===== config.mk =====
export PLATFORM = sky130hd
export DESIGN_NAME = axi_stream_cut_pipe
export DESIGN_NICKNAME = d
export VERILOG_FILES = /design/src/rtl/axi_stream_cut_pipe.sv
export SDC_FILE = /design/constraint.sdc
export NUM_CORES = 1
export LEC_CHECK = 0
export ABC_AREA = 1
export CAP_MARGIN = 20
export CORE_MARGIN = 2
export CORE_UTILIZATION = 30
export CTS_CLUSTER_SIZE = 8
export DETAILED_ROUTE_END_ITERATION = 16
export SLEW_MARGIN = 40
export SYNTH_ARGS = -nofsm -noshare
export SYNTH_HDL_FRONTEND = slang
export SYNTH_SLANG_ARGS = --single-unit

===== constraint.sdc =====
create_clock -name clk_i -period 7.5 [get_ports clk_i]
set_input_delay 0.75 -clock clk_i [delete_from_list [all_inputs] [get_ports clk_i]]
set_output_delay 0.75 -clock clk_i [all_outputs]
set_load 0.01 [all_outputs]

===== src/rtl/axi_stream_cut_pipe.sv =====
// AXI4-Stream register chain of NumStages cut stages (full / forward / backward), with flush and occupancy.
// Optional AXI_STREAM_CUT_PIPE_STATS_EN adds saturating tx beat and stall counters.

typedef struct packed {
  logic [31:0] tdata;
  logic [3:0]  tstrb;
  logic [3:0]  tkeep;
  logic        tlast;
  logic [3:0]  tid;
  logic [3:0]  tdest;
  logic [3:0]  tuser;
} axi_stream_cut_pipe_chan_t;

typedef struct packed {
  axi_stream_cut_pipe_chan_t t;
  logic                      tvalid;
} axi_stream_cut_pipe_req_t;

typedef struct packed {
  logic tready;
} axi_stream_cut_pipe_rsp_t;

module axi_stream_cut_pipe #(
  parameter int unsigned NumStages = 1,
  parameter int unsigned Mode      = 0,
  parameter type s_chan_t          = axi_stream_cut_pipe_chan_t,
  parameter type axi_stream_req_t  = axi_stream_cut_pipe_req_t,
  parameter type axi_stream_rsp_t  = axi_stream_cut_pipe_rsp_t,
  localparam int unsigned OccWidth = (NumStages == 0) ? 1 : $clog2(2 * NumStages + 1)
) (
  input  logic                clk_i,
  input  logic                rst_i,
  input  logic                flush_i,
  input  axi_stream_req_t     rx_req_i,
  output axi_stream_rsp_t     rx_rsp_o,
  output axi_stream_req_t     tx_req_o,
  input  axi_stream_rsp_t     tx_rsp_i,
  output logic [OccWidth-1:0] occupancy_o
`ifdef AXI_STREAM_CUT_PIPE_STATS_EN
  ,
  output logic [31:0]         beat_cnt_o,
  output logic [31:0]         stall_cnt_o
`endif
);

  localparam int unsigned FcntN = (NumStages == 0) ? 1 : NumStages;

  // Link k is the input of stage k; link NumStages is the tx side.
  logic       vld  [NumStages+1];
  logic       rdy  [NumStages+1];
  s_chan_t    dat  [NumStages+1];
  logic [1:0] fcnt [FcntN];

  logic                flush_eff;
  logic [OccWidth-1:0] occ_sum;

  assign flush_eff = (NumStages != 0) && flush_i;

  // Gating both ends during flush blocks every handshake, so the interior
  // can keep shuffling freely; it is all emptied on the next edge anyway.
  assign vld[0]         = rx_req_i.tvalid && !flush_eff;
  assign dat[0]         = rx_req_i.t;
  assign rdy[NumStages] = tx_rsp_i.tready && !flush_eff;

  always_comb begin
    rx_rsp_o        = '0;
    rx_rsp_o.tready = rdy[0] && !flush_eff;
    tx_req_o        = '0;
    tx_req_o.t      = dat[NumStages];
    tx_req_o.tvalid = vld[NumStages] && !flush_eff;
  end

  if (NumStages == 0) begin : g_wire
    assign fcnt[0] = '0;
  end

  for (genvar k = 0; k < NumStages; k++) begin : g_stage
    if (Mode == 1) begin : g_fwd
      logic    r_full;
      s_chan_t r_q;
      logic    in_hs, out_hs;

      assign rdy[k]   = !r_full || rdy[k+1];
      assign vld[k+1] = r_full;
      assign dat[k+1] = r_q;
      assign in_hs    = vld[k] && rdy[k];
      assign out_hs   = vld[k+1] && rdy[k+1];
      assign fcnt[k]  = {1'b0, r_full};

      always_ff @(posedge clk_i) begin
        if (rst_i || flush_eff) r_full <= 1'b0;
        else if (in_hs)         r_full <= 1'b1;
        else if (out_hs)        r_full <= 1'b0;
      end

      always_ff @(posedge clk_i) begin
        if (in_hs) r_q <= dat[k];
      end
    end else if (Mode == 2) begin : g_bwd
      logic    s_full;
      s_chan_t s_q;
      logic    capture;

      assign rdy[k]   = !s_full;
      assign vld[k+1] = s_full || vld[k];
      assign dat[k+1] = s_full ? s_q : dat[k];
      assign capture  = vld[k] && !rdy[k+1] && !s_full;
      assign fcnt[k]  = {1'b0, s_full};

      always_ff @(posedge clk_i) begin
        if (rst_i || flush_eff)      s_full <= 1'b0;
        else if (s_full && rdy[k+1]) s_full <= 1'b0;
        else if (capture)            s_full <= 1'b1;
      end

      always_ff @(posedge clk_i) begin
        if (capture) s_q <= dat[k];
      end
    end else begin : g_full
      logic    a_full, b_full;
      s_chan_t a_q, b_q;
      logic    in_hs, out_hs;

      assign rdy[k]   = !b_full;
      assign vld[k+1] = a_full;
      assign dat[k+1] = a_q;
      assign in_hs    = vld[k] && rdy[k];
      assign out_hs   = vld[k+1] && rdy[k+1];
      assign fcnt[k]  = {1'b0, a_full} + {1'b0, b_full};

      // in_hs implies !b_full, so a skid refill and a new accept never coincide.
      always_ff @(posedge clk_i) begin
        if (rst_i || flush_eff) begin
          a_full <= 1'b0;
          b_full <= 1'b0;
        end else if (out_hs) begin
          if (b_full) begin
            a_full <= 1'b1;
            b_full <= 1'b0;
          end else begin
            a_full <= in_hs;
          end
        end else if (in_hs) begin
          if (!a_full) a_full <= 1'b1;
          else         b_full <= 1'b1;
        end
      end

      always_ff @(posedge clk_i) begin
        if (out_hs && b_full)                a_q <= b_q;
        else if (in_hs && (!a_full || out_hs)) a_q <= dat[k];
        else if (in_hs)                      b_q <= dat[k];
      end
    end
  end

  always_comb begin
    occ_sum = '0;
    for (int k = 0; k < NumStages; k++) occ_sum = occ_sum + OccWidth'(fcnt[k]);
  end

  assign occupancy_o = occ_sum;

`ifdef AXI_STREAM_CUT_PIPE_STATS_EN
  logic [31:0] beat_q, stall_q;
  logic        tx_hs, tx_stall;

  assign tx_hs    = tx_req_o.tvalid && tx_rsp_i.tready;
  assign tx_stall = tx_req_o.tvalid && !tx_rsp_i.tready;

  always_ff @(posedge clk_i) begin
    if (rst_i || flush_eff) begin
      beat_q  <= '0;
      stall_q <= '0;
    end else begin
      if (tx_hs && (beat_q != '1))     beat_q  <= beat_q + 32'd1;
      if (tx_stall && (stall_q != '1)) stall_q <= stall_q + 32'd1;
    end
  end

  assign beat_cnt_o  = beat_q;
  assign stall_cnt_o = stall_q;
`endif

endmodule


==> impl_results.html, run 1 <==
<table>
<tr><th>Metric</th><th>Value</th></tr>
<tr><th colspan="2">Power and ir drop</th></tr>
<tr><td>Max IR drop VDD</td><td>0.0999 mV</td></tr>
<tr><td>Static leakage</td><td>2.13 nW</td></tr>
<tr><td>Power per standard cell area</td><td>224 nW/um2</td></tr>
<tr><th colspan="2">Clocking</th></tr>
<tr><td>Maximum number of buffers from clock root to sink</td><td>2</td></tr>
<tr><td>CTS buffer count</td><td>9</td></tr>
<tr><td>Number of setup buffers added after CTS</td><td>0</td></tr>
<tr><td>Worst-Skew Late Latency</td><td>0.34 ns</td></tr>
<tr><td>Num Clock Sinks</td><td>108</td></tr>
<tr><td>Clock slew seen by the registers of the worst setup and hold paths</td><td>0.06 ns</td></tr>
<tr><td>Hold buffers post-CTS</td><td>0</td></tr>
<tr><td>TritonCTS clock tree</td><td>yes</td></tr>
<tr><td>H-tree depth reported by CTS</td><td>3</td></tr>
<tr><td>Resize count post-CTS</td><td>0</td></tr>
<tr><td>Root Buffer</td><td>clkbuf_16</td></tr>
<tr><th colspan="2">Detailed routing</th></tr>
<tr><td>WL per Instance</td><td>12.6 um</td></tr>
<tr><td>DR vias/cell</td><td>4.11</td></tr>
<tr><td>Number of remaining DRC errors</td><td>0</td></tr>
<tr><td>Final ANT Viol Nets</td><td>0</td></tr>
<tr><td>Wire length after detailed routing</td><td>7530 um</td></tr>
<tr><td>Number of iterations in the first detailed-routing pass</td><td>4</td></tr>
<tr><td>Total via count in the routed design</td><td>2457</td></tr>
<tr><td>Number of DRC violations after detailed-routing iteration 0</td><td>205</td></tr>
<tr><th colspan="2">Yosys</th></tr>
<tr><td>Post-Syn Area per Cell</td><td>13.6 um2</td></tr>
<tr><td>Post-synth EDFFs</td><td>106</td></tr>
<tr><td>Area contributors post-synth</td><td>edfxtp_1 78%, nand2_1 15%, buf_6 2.8%, dfxtp_1 0.98%, nor2_8 0.49%</td></tr>
<tr><td>Share of Yosys cell area claimed by the top area cell type</td><td>0.780</td></tr>
<tr><td>Top cells by count, synth</td><td>165 x nand2_1, 106 x edfxtp_1, 10 x buf_6</td></tr>
<tr><td>Unique cell type count in the Yosys netlist</td><td>15</td></tr>
<tr><td>Main synth FF type</td><td>edfxtp_1</td></tr>
<tr><td>Post-Synthesis Net Count</td><td>360</td></tr>
<tr><td>Post-Syn Area</td><td>4080 um2</td></tr>
<tr><td>Most frequent cell after synthesis</td><td>nand2_1</td></tr>
<tr><td>Number of storage elements in the synthesis netlist</td><td>108</td></tr>
<tr><td>Number of instances in the synthesized netlist</td><td>301</td></tr>
<tr><td>Share of synthesized area occupied by flip-flops and latches</td><td>0.790</td></tr>
<tr><td>Post-synthesis cell type with the largest combined area</td><td>edfxtp_1</td></tr>
<tr><td>Share of flip-flops with an asynchronous set or reset</td><td>0</td></tr>
<tr><td>YS warnings</td><td>0</td></tr>
<tr><th colspan="2">Run status</th></tr>
<tr><td>Outcome</td><td>finished clean</td></tr>
<tr><th colspan="2">Worst setup path</th></tr>
<tr><td>Type of the setup path with the least slack</td><td>input port to output pin</td></tr>
<tr><td>Arrival time of data at the critical path endpoint</td><td>2.05 ns</td></tr>
<tr><td>Critical path fanouts, max</td><td>4</td></tr>
<tr><td>Endpoint class of the critical path</td><td>output pin</td></tr>
<tr><td>WP data required</td><td>6.75 ns</td></tr>
<tr><td>Type of origin of the critical path</td><td>input port</td></tr>
<tr><th colspan="2">Flow run</th></tr>
<tr><td>Max-capacitance violation count</td><td>0</td></tr>
<tr><th colspan="2">STA</th></tr>
<tr><td>Relative slew margins</td><td>0.541</td></tr>
<tr><td>Upper clock frequency limit</td><td>358 MHz</td></tr>
<tr><td>Post-route clock period utilization</td><td>0.373</td></tr>
<tr><td>Sum of negative setup slack</td><td>0 ns</td></tr>
<tr><td>Shortest period the worst path allows</td><td>2.80 ns</td></tr>
<tr><td>Hold Violations, Final</td><td>0</td></tr>
<tr><td>Clk_skew</td><td>0.00524 ns</td></tr>
<tr><td>Final worst setup slack</td><td>4.70 ns</td></tr>
<tr><td>Slew Viols, Final</td><td>0</td></tr>
<tr><td>Pin slew with the least headroom to its limit</td><td>0.688 ns</td></tr>
<tr><td>Unrepaired setup endpoints after global routing</td><td>no</td></tr>
<tr><td>Setup-violating endpoint count in the final report</td><td>0</td></tr>
<tr><th colspan="2">Global route</th></tr>
<tr><td>First-pass GRT wire length</td><td>12500 um</td></tr>
<tr><td>Initial antenna violation count</td><td>0</td></tr>
<tr><td>Aggregate global-route resource usage</td><td>0.111</td></tr>
<tr><td>Number of global-route vias before repair</td><td>2536</td></tr>
<tr><td>Maximum number of pins on one net before global-route repair</td><td>56</td></tr>
<tr><td>GRT Residual Overflow</td><td>0</td></tr>
<tr><th colspan="2">Floorplanning</th></tr>
<tr><td>Starting utilization of the core area</td><td>0.308</td></tr>
<tr><td>Row count</td><td>42</td></tr>
<tr><td>Die ar.</td><td>14600 um2</td></tr>
<tr><td>Placeable core region</td><td>13200 um2</td></tr>
<tr><td>DIE HEIGHT</td><td>121 um</td></tr>
<tr><td>Die boundary width</td><td>121 um</td></tr>
<tr><td>IO Pins</td><td>115</td></tr>
<tr><th colspan="2">Finish</th></tr>
<tr><td>Area added between synthesis and finish</td><td>38.8%</td></tr>
<tr><td>Number of diodes added for antenna fixing</td><td>0</td></tr>
<tr><td>Post-layout nets</td><td>476</td></tr>
<tr><td>Layout cells sized above 1</td><td>0.0569</td></tr>
<tr><th colspan="2">Place</th></tr>
<tr><td>IO buf count</td><td>114</td></tr>
<tr><td>Pre-CTS setup slack</td><td>4.31 ns</td></tr>
<tr><td>Routability congestion estimate</td><td>0.722</td></tr>
<tr><td>HPWL after detailed placement</td><td>5020 um</td></tr>
<tr><th colspan="2">Worst hold path</th></tr>
<tr><td>Type of the most critical hold path</td><td>flip-flop to flip-flop</td></tr>
</table>
final cells by class:
type	instances	area (um2)
clock buffer	9	225
clock inverter	7	90.1
fill	1238	7580
inverter	6	25.0
multi-input combinational	177	734
sequential	108	3220
tap	176	220
timing repair buffer	115	1150
state kept, by name, summed over array words and instances (netlist names):
register / flops
g_stage.g_full.b_full: 1
g_stage.g_full.a_full: 1
g_stage.g_full.b_q: 53
tx_req_o: 53
per-layer routing:
metal  wire length, um  vias to the layer above  track usage
met5                 0                        -            0
met2              3620                       80        0.177
met3               538                       12       0.0358
met4               146                        0       0.0552
met1              3230                     1119        0.134
li1                  -                     1246            -
stage by stage:
step                       util  instances  power, mW  instance area, um2  hold WS [ns]
final                     0.428        598       1.27                5670         0.510
after global routing      0.428        598       1.32                5670         0.527
after CTS                 0.428        598       1.29                5670         0.512
after detailed placement  0.404        582      0.791                5350         0.496
after global placement    0.404        582      0.790                5350         0.493
after floorplan               -        301      0.726                4080         0.487
power by group:
part           internal, mW  switching, mW
Clock                 0.291          0.201
Combinational        0.0545         0.0373
Sequential            0.680        0.00403
worst max-delay path: stages:
cell,delay [ns]
clkdlybuf4s50_1,0.50
nor2_1,0.21
clkdlybuf4s50_1,0.59
cells by family after synthesis:
group / Yosys count / synth area share
simple gates: 174 / 0.172
buf+inv: 16 / 0.0331
flops: 108 / 0.790
compound gates: 2 / 0.00245
fa+ha+maj: 1 / 0.00307
layout by cell type (no fill, tap or decap), types with 2 or more instances in the layout:
cell / Yosys / layout
nor2_1: 4 / 4
inv_1: 4 / 3
clkinv_2: 0 / 2
bufinv_16: 0 / 2
inv_2: 2 / 2
dfxtp_1: 2 / 2
nand2_1: 165 / 165
edfxtp_1: 106 / 106
clkbuf_16: 0 / 9
clkdlybuf4s50_1: 0 / 114
worst paths after layout:
check,startpoint,end,slack (ns),cells past startpoint
max,flush_i,rx_rsp_o,4.70,3
min,g_stage[0].g_full.b_q[19],tx_req_o[20],0.51,2
min reg2reg,g_stage[0].g_full.b_q[19],tx_req_o[20],0.51,2
max reg2reg,g_stage[0].g_full.a_full,tx_req_o[26],5.22,5
No activity file was read; power rests on OpenSTA's default activity.
==> run 2: changes to the inputs <==
Clock period 7.5 ns to 2.5 ns, I/O delays scaled along.
==> run 2 against run 1 <==
- sequential power increased to 3.0 times the previous value
- die area unchanged
- critical path depth is 2 higher
- power rose to 3.0 times the previous value
- register-to-register slack worse by 4.6 ns
- clock skew rose by 0.0013 ns
- cell area grew 1.4%
- core utilization up 0.59 points
- sequential cell count did not move
- routed wire length is 3.4% higher
- via count fell by 0.69%
- worst setup slack got worse by 4.1 ns
==> impl_results.html, run 2 (synthesized netlist as in run 1, its figures left out) <==
<table>
<tr><th>Metric</th><th>Value</th></tr>
<tr><th colspan="2">Detailed routing</th></tr>
<tr><td>WL per Instance</td><td>12.9 um (+2.6%)</td></tr>
<tr><td>Number of iterations in the first detailed-routing pass</td><td>4 (unchanged)</td></tr>
<tr><td>Number of remaining DRC errors</td><td>0 (unchanged)</td></tr>
<tr><td>Number of DRC violations after detailed-routing iteration 0</td><td>116 (-43%)</td></tr>
<tr><td>Wire length after detailed routing</td><td>7790 um (+3.4%)</td></tr>
<tr><td>DR vias/cell</td><td>4.05 (-1.5%)</td></tr>
<tr><td>Total via count in the routed design</td><td>2440 (-0.69%)</td></tr>
<tr><td>Final ANT Viol Nets</td><td>0 (unchanged)</td></tr>
<tr><th colspan="2">Place</th></tr>
<tr><td>Placed standard-cell area</td><td>5440 um2 (+1.6%)</td></tr>
<tr><td>IO buf count</td><td>114 (unchanged)</td></tr>
<tr><td>Placed Instances</td><td>587 (+0.86%)</td></tr>
<tr><td>Routability congestion estimate</td><td>0.679 (-6.0%)</td></tr>
<tr><td>HPWL after detailed placement</td><td>5300 um (+5.4%)</td></tr>
<tr><th colspan="2">Finish</th></tr>
<tr><td>Post-layout nets</td><td>481 (+1.1%)</td></tr>
<tr><td>Most frequent cells in the layout</td><td>165 x nand2_1, 114 x clkdlybuf4s50_1, 106 x edfxtp_1</td></tr>
<tr><td>Layout Utilization</td><td>0.434 (+0.00586)</td></tr>
<tr><td>Number of fillers in the final layout</td><td>1235 (-0.24%)</td></tr>
<tr><td>Non-filler instance count after layout</td><td>603 (+0.84%)</td></tr>
<tr><td>Number of diodes added for antenna fixing</td><td>0 (unchanged)</td></tr>
<tr><td>Area added between synthesis and finish</td><td>40.7%</td></tr>
<tr><td>Layout cells sized above 1</td><td>0.0656 (+0.00870)</td></tr>
<tr><td>Final standard cell area without fillers</td><td>5740 um2 (+1.4%)</td></tr>
<tr><td>Commonest non-fill, non-tap cell in the layout</td><td>nand2_1</td></tr>
<tr><th colspan="2">STA</th></tr>
<tr><td>Post-route clock period utilization</td><td>0.771</td></tr>
<tr><td>Hold Violations, Final</td><td>0 (unchanged)</td></tr>
<tr><td>Clk_skew</td><td>0.00657 ns (+0.00133 ns)</td></tr>
<tr><td>Shortest period the worst path allows</td><td>1.93 ns</td></tr>
<tr><td>Sum of negative setup slack</td><td>0 ns (unchanged)</td></tr>
<tr><td>Upper clock frequency limit</td><td>519 MHz</td></tr>
<tr><td>Pin slew with the least headroom to its limit</td><td>0.723 ns (+0.0349 ns)</td></tr>
<tr><td>Relative slew margins</td><td>0.516 (-0.0251)</td></tr>
<tr><td>Setup-violating endpoint count in the final report</td><td>0 (unchanged)</td></tr>
<tr><td>Slew Viols, Final</td><td>0 (unchanged)</td></tr>
<tr><td>Unrepaired setup endpoints after global routing</td><td>no</td></tr>
<tr><th colspan="2">Worst setup path</th></tr>
<tr><td>Reg2reg path depth</td><td>4 (-1)</td></tr>
<tr><td>Arrival time of data at the critical path endpoint</td><td>1.97 ns (-0.08 ns)</td></tr>
<tr><td>Type of origin of the critical path</td><td>input port</td></tr>
<tr><td>Chain of cells forming the critical path</td><td>clkdlybuf4s50_1 -&gt; nor2_1 -&gt; nand2_1 -&gt; o21ai_4 -&gt; buf_12</td></tr>
<tr><td>CP bufs+invs</td><td>2 (unchanged)</td></tr>
<tr><td>Endpoint class of the critical path</td><td>flip-flop</td></tr>
<tr><td>Cell count along the critical path</td><td>5 (+2)</td></tr>
<tr><td>Type of the setup path with the least slack</td><td>input port to flip-flop</td></tr>
<tr><td>Critical path fanouts, max</td><td>18 (+14)</td></tr>
<tr><td>WP data required</td><td>2.55 ns (-4.20 ns)</td></tr>
<tr><td>Max incr delay on CP</td><td>0.62 ns (+0.03 ns)</td></tr>
<tr><td>Slowest stage cell on the critical path</td><td>o21ai_4</td></tr>
<tr><td>Category of cells accounting for the largest share of critical-path delay</td><td>buffers and inverters</td></tr>
<tr><th colspan="2">Floorplanning</th></tr>
<tr><td>DIE HEIGHT</td><td>121 um (unchanged)</td></tr>
<tr><td>Die boundary width</td><td>121 um (unchanged)</td></tr>
<tr><td>IO Pins</td><td>115 (unchanged)</td></tr>
<tr><td>Placeable core region</td><td>13200 um2 (unchanged)</td></tr>
<tr><td>Row count</td><td>42 (unchanged)</td></tr>
<tr><td>Die ar.</td><td>14600 um2 (unchanged)</td></tr>
<tr><td>Starting utilization of the core area</td><td>0.308 (unchanged)</td></tr>
<tr><th colspan="2">Run status</th></tr>
<tr><td>Outcome</td><td>finished clean</td></tr>
<tr><th colspan="2">Worst hold path</th></tr>
<tr><td>Type of the most critical hold path</td><td>input port to flip-flop</td></tr>
<tr><td>Hold-critical path depth</td><td>1 (-1)</td></tr>
<tr><th colspan="2">Global route</th></tr>
<tr><td>GRT Residual Overflow</td><td>0 (unchanged)</td></tr>
<tr><td>First-pass GRT wire length</td><td>12100 um (-2.9%)</td></tr>
<tr><td>Aggregate global-route resource usage</td><td>0.110 (-0.000721)</td></tr>
<tr><td>Maximum number of pins on one net before global-route repair</td><td>39 (-30%)</td></tr>
<tr><td>Number of global-route vias before repair</td><td>2368 (-6.6%)</td></tr>
<tr><td>Initial antenna violation count</td><td>0 (unchanged)</td></tr>
<tr><th colspan="2">Power and ir drop</th></tr>
<tr><td>Static leakage</td><td>2.17 nW (+1.8%)</td></tr>
<tr><td>Part of the power in registers</td><td>0.540 (about the same)</td></tr>
<tr><td>P_int</td><td>3.08 mW (+200%)</td></tr>
<tr><td>Clock power frac</td><td>0.386 (-0.002)</td></tr>
<tr><td>Switching share of power</td><td>0.190 (-0.000945)</td></tr>
<tr><td>Combinational fraction of design power</td><td>0.074 (+0.002)</td></tr>
<tr><td>Max IR drop VDD</td><td>0.371 mV (+270%)</td></tr>
<tr><td>Power per standard cell area</td><td>662 nW/um2 (+200%)</td></tr>
<tr><td>Net load switching power</td><td>0.724 mW (+200%)</td></tr>
<tr><th colspan="2">Clocking</th></tr>
<tr><td>Number of setup buffers added after CTS</td><td>0 (unchanged)</td></tr>
<tr><td>Num Clock Sinks</td><td>108 (unchanged)</td></tr>
<tr><td>CTS buffer count</td><td>9 (unchanged)</td></tr>
<tr><td>TritonCTS clock tree</td><td>yes</td></tr>
<tr><td>H-tree depth reported by CTS</td><td>3 (unchanged)</td></tr>
<tr><td>Hold buffers post-CTS</td><td>0 (unchanged)</td></tr>
<tr><td>Resize count post-CTS</td><td>0 (unchanged)</td></tr>
<tr><td>Worst-Skew Late Latency</td><td>0.34 ns (about the same)</td></tr>
<tr><td>Root Buffer</td><td>clkbuf_16</td></tr>
<tr><td>Clock slew seen by the registers of the worst setup and hold paths</td><td>0.07 ns (about the same)</td></tr>
<tr><td>Maximum number of buffers from clock root to sink</td><td>2 (unchanged)</td></tr>
<tr><th colspan="2">Flow run</th></tr>
<tr><td>Max-capacitance violation count</td><td>0 (unchanged)</td></tr>
</table>
## run 2: worst paths after layout
kind / startpoint / to / slack, ns
setup / recovery: flush_i / tx_req_o[29] / 0.57
hold / removal: rx_req_i[4] / g_stage[0].g_full.b_q[3] / 0.49
setup reg to reg: g_stage[0].g_full.b_full / tx_req_o[29] / 0.64
hold reg to reg: g_stage[0].g_full.b_q[23] / tx_req_o[24] / 0.51
## run 2: routing by layer
layer / share of wire / track usage
met1: 0.45 / 0.137
met2: 0.47 / 0.177
met3: 0.058 / 0.0330
met4: 0.020 / 0.0501
met5: 0 / 0
## run 2: area by class of cell
class | count | area (um2) | area share
sequential | 108 | 3220 | 0.561
timing repair buffer | 120 | 1240 | 0.215
multi-input combinational | 177 | 734 | 0.128
clock buffer | 10 | 229 | 0.0399
tap | 176 | 220 | 0.0383
clock inverter | 6 | 78.8 | 0.0137
inverter | 6 | 22.5 | 0.00392
## run 2: power by group through the flow
stage,logic [mW],clock network [mW],registers (mW)
2_1_floorplan,0.0609,0,2.11
3_3_place_gp,0.283,0,2.09
3_5_place_dp,0.286,0,2.09
4_1_cts,0.286,1.51,2.05
5_1_grt,0.305,1.57,2.06
6_report,0.282,1.47,2.05
## run 2: through the flow
stage | hold WS, ns | setup slack [ns] | total power, mW
finish | 0.491 | 0.573 | 3.80
global route | 0.491 | 0.432 | 3.93
CTS | 0.482 | 0.561 | 3.85
detailed placement | 0.496 | 0.210 | 2.38
global placement | 0.493 | 0.299 | 2.38
floorplan | 0.349 | 0.151 | 2.18
==> run 3: changes to the inputs <==
Clock period 2.5 ns to 1.9 ns, I/O delays scaled along.
==> run 3 against run 2 <==
- die area unchanged
- highest routed layer unchanged
- clock power increased by 24%
- worst hold slack got worse by 0.057 ns
- largest cell class unchanged
- sequential share of layout area decreased by 0.35 points
==> impl_results.html, run 3 (synthesized netlist as in run 1, its figures left out) <==
<table>
<tr><th>Metric</th><th>Value</th></tr>
<tr><th colspan="2">Run status</th></tr>
<tr><td>Outcome</td><td>finished clean</td></tr>
<tr><th colspan="2">Power and ir drop</th></tr>
<tr><td>Total Power</td><td>4.91 mW (+29%)</td></tr>
<tr><td>Power per standard cell area</td><td>849 nW/um2 (+28%)</td></tr>
<tr><td>Static leakage</td><td>2.16 nW (-0.50%)</td></tr>
<tr><td>Max IR drop VDD</td><td>0.358 mV (-3.4%)</td></tr>
<tr><th colspan="2">Floorplanning</th></tr>
<tr><td>Die ar.</td><td>14600 um2 (unchanged)</td></tr>
<tr><td>Row count</td><td>42 (unchanged)</td></tr>
<tr><td>DIE HEIGHT</td><td>121 um (unchanged)</td></tr>
<tr><td>IO Pins</td><td>115 (unchanged)</td></tr>
<tr><td>Placeable core region</td><td>13200 um2 (unchanged)</td></tr>
<tr><td>Die boundary width</td><td>121 um (unchanged)</td></tr>
<tr><td>Starting utilization of the core area</td><td>0.308 (unchanged)</td></tr>
<tr><th colspan="2">Worst setup path</th></tr>
<tr><td>WP data required</td><td>1.71 ns (-0.84 ns)</td></tr>
<tr><td>Worst R2R Start</td><td>g_stage[0].g_full.a_full</td></tr>
<tr><td>Setup crit end</td><td>occupancy_o[0]</td></tr>
<tr><td>Setup crit start</td><td>g_stage[0].g_full.b_full</td></tr>
<tr><td>Type of the setup path with the least slack</td><td>flip-flop to output pin</td></tr>
<tr><td>Endpoint class of the critical path</td><td>output pin</td></tr>
<tr><td>End of the worst register-to-register path</td><td>g_stage[0].g_full.b_q[17]</td></tr>
<tr><td>Reg2reg path depth</td><td>6 (+2)</td></tr>
<tr><td>Critical path fanouts, max</td><td>4 (-14)</td></tr>
<tr><td>Worst reg-to-reg setup slack</td><td>0.47 ns (-0.17 ns)</td></tr>
<tr><td>Arrival time of data at the critical path endpoint</td><td>1.51 ns (-0.46 ns)</td></tr>
<tr><td>Type of origin of the critical path</td><td>flip-flop</td></tr>
<tr><th colspan="2">Global route</th></tr>
<tr><td>Initial antenna violation count</td><td>0 (unchanged)</td></tr>
<tr><td>Number of global-route vias before repair</td><td>2504 (+5.7%)</td></tr>
<tr><td>Aggregate global-route resource usage</td><td>0.113 (+0.00348)</td></tr>
<tr><td>Maximum number of pins on one net before global-route repair</td><td>34 (-13%)</td></tr>
<tr><td>GRT Residual Overflow</td><td>0 (unchanged)</td></tr>
<tr><td>First-pass GRT wire length</td><td>12500 um (+3.7%)</td></tr>
<tr><th colspan="2">Finish</th></tr>
<tr><td>Layout Utilization</td><td>0.437 (+0.00302)</td></tr>
<tr><td>Area added between synthesis and finish</td><td>41.7%</td></tr>
<tr><td>Most frequent cells in the layout</td><td>164 x nand2_1, 114 x clkdlybuf4s50_1, 106 x edfxtp_1</td></tr>
<tr><td>Commonest non-fill, non-tap cell in the layout</td><td>nand2_1</td></tr>
<tr><td>Layout cells sized above 1</td><td>0.0818 (+0.0162)</td></tr>
<tr><td>Post-layout nets</td><td>483 (+0.42%)</td></tr>
<tr><td>Number of diodes added for antenna fixing</td><td>0 (unchanged)</td></tr>
<tr><th colspan="2">Detailed routing</th></tr>
<tr><td>Number of remaining DRC errors</td><td>0 (unchanged)</td></tr>
<tr><td>Final ANT Viol Nets</td><td>0 (unchanged)</td></tr>
<tr><td>DR vias/cell</td><td>4.08 (+0.82%)</td></tr>
<tr><td>Wire length after detailed routing</td><td>7850 um (+0.72%)</td></tr>
<tr><td>Number of DRC violations after detailed-routing iteration 0</td><td>156 (+34%)</td></tr>
<tr><td>WL per Instance</td><td>13.0 um (+0.55%)</td></tr>
<tr><td>Number of iterations in the first detailed-routing pass</td><td>4 (unchanged)</td></tr>
<tr><td>Total via count in the routed design</td><td>2464 (+0.98%)</td></tr>
<tr><th colspan="2">Flow run</th></tr>
<tr><td>Max-capacitance violation count</td><td>0 (unchanged)</td></tr>
<tr><th colspan="2">STA</th></tr>
<tr><td>Post-route clock period utilization</td><td>0.893</td></tr>
<tr><td>Final worst setup slack</td><td>0.203 ns (-0.369 ns)</td></tr>
<tr><td>Sum of negative setup slack</td><td>0 ns (unchanged)</td></tr>
<tr><td>Upper clock frequency limit</td><td>589 MHz</td></tr>
<tr><td>Clk_skew</td><td>0.00592 ns (-0.000657 ns)</td></tr>
<tr><td>Setup-violating endpoint count in the final report</td><td>0 (unchanged)</td></tr>
<tr><td>Unrepaired setup endpoints after global routing</td><td>no</td></tr>
<tr><td>Shortest period the worst path allows</td><td>1.70 ns</td></tr>
<tr><td>Slew Viols, Final</td><td>0 (unchanged)</td></tr>
<tr><td>Hold Violations, Final</td><td>0 (unchanged)</td></tr>
<tr><td>Post-Route Hold Slack</td><td>0.434 ns (-0.0569 ns)</td></tr>
<tr><td>Relative slew margins</td><td>0.770 (+0.254)</td></tr>
<tr><td>Pin slew with the least headroom to its limit</td><td>0.344 ns (-0.379 ns)</td></tr>
<tr><th colspan="2">Clocking</th></tr>
<tr><td>CTS buffer count</td><td>9 (unchanged)</td></tr>
<tr><td>Resize count post-CTS</td><td>0 (unchanged)</td></tr>
<tr><td>TritonCTS clock tree</td><td>yes</td></tr>
<tr><td>Hold buffers post-CTS</td><td>0 (unchanged)</td></tr>
<tr><td>Root Buffer</td><td>clkbuf_16</td></tr>
<tr><td>Clock slew seen by the registers of the worst setup and hold paths</td><td>0.07 ns (about the same)</td></tr>
<tr><td>Num Clock Sinks</td><td>108 (unchanged)</td></tr>
<tr><td>Number of setup buffers added after CTS</td><td>0 (unchanged)</td></tr>
<tr><td>Worst-Skew Late Latency</td><td>0.34 ns (about the same)</td></tr>
<tr><td>Maximum number of buffers from clock root to sink</td><td>2 (unchanged)</td></tr>
<tr><td>H-tree depth reported by CTS</td><td>3 (unchanged)</td></tr>
<tr><th colspan="2">Place</th></tr>
<tr><td>HPWL after detailed placement</td><td>5440 um (+2.7%)</td></tr>
<tr><td>Pre-CTS setup slack</td><td>-0.0230 ns (-0.233 ns)</td></tr>
<tr><td>IO buf count</td><td>114 (unchanged)</td></tr>
<tr><td>Routability congestion estimate</td><td>0.736 (+8.4%)</td></tr>
<tr><th colspan="2">Worst hold path</th></tr>
<tr><td>Type of the most critical hold path</td><td>input port to flip-flop</td></tr>
</table>
[run 3: changes by cell type in the layout (fill, tap and decap cells not counted), sizes merged]
cell / previous run / this run
clkinvlp: 0 / 4
buf: 6 / 8
clkinv: 4 / 2
bufinv: 2 / 1
clkbuf: 10 / 9
inv: 6 / 5
[run 3: critical path, stage by stage, from the launching register on]
cell and delay [ns]:
dfxtp_2 0.36, ha_1 0.28, clkdlybuf4s50_1 0.53
[run 3: area by class of cell]
class                           count  area (um2)
Fill cell                        1243        7460
Sequential cell                   108        3230
Timing Repair Buffer              122        1280
Multi-Input combinational cell    177         744
Clock buffer                        9         225
Tap cell                          176         220
Clock inverter                      6        66.3
Inverter                            6        26.3
[run 3: worst min path at each step]
stage,endpoint,from,slack [ns],depth (start not counted)
2_1_floorplan,g_stage[0].g_full.b_q[0],rx_req_i[1],0.29,0
3_3_place_gp,tx_req_o[27],g_stage[0].g_full.b_q[26],0.49,2
3_5_place_dp,tx_req_o[49],g_stage[0].g_full.b_q[48],0.50,2
4_1_cts,g_stage[0].g_full.b_q[46],rx_req_i[47],0.42,1
5_1_grt,g_stage[0].g_full.b_q[46],rx_req_i[47],0.43,1
6_report,g_stage[0].g_full.b_q[5],rx_req_i[6],0.43,1
[run 3: per-stage QoR]
stage	std cells	cell area [um2]
detailed placement	589	5490
floorplan	301	4110
finish	604	5780
global route	604	5780
global placement	589	5490
CTS	604	5780
[run 3: power by group]
part	switching (mW)	internal [mW]
Clock	0.818	1.01
Sequential	0.0170	2.68
Combinational	0.149	0.225
[run 3: metal layers]
| metal | up-vias | routed length (um) | GRT usage |
|---|---|---|---|
| li1 | 1254 | - | - |
| met1 | 1135 | 3520 | 0.140 |
| met2 | 65 | 3760 | 0.185 |
| met3 | 10 | 403 | 0.0292 |
| met4 | 0 | 163 | 0.0545 |
| met5 | - | 0 | 0 |
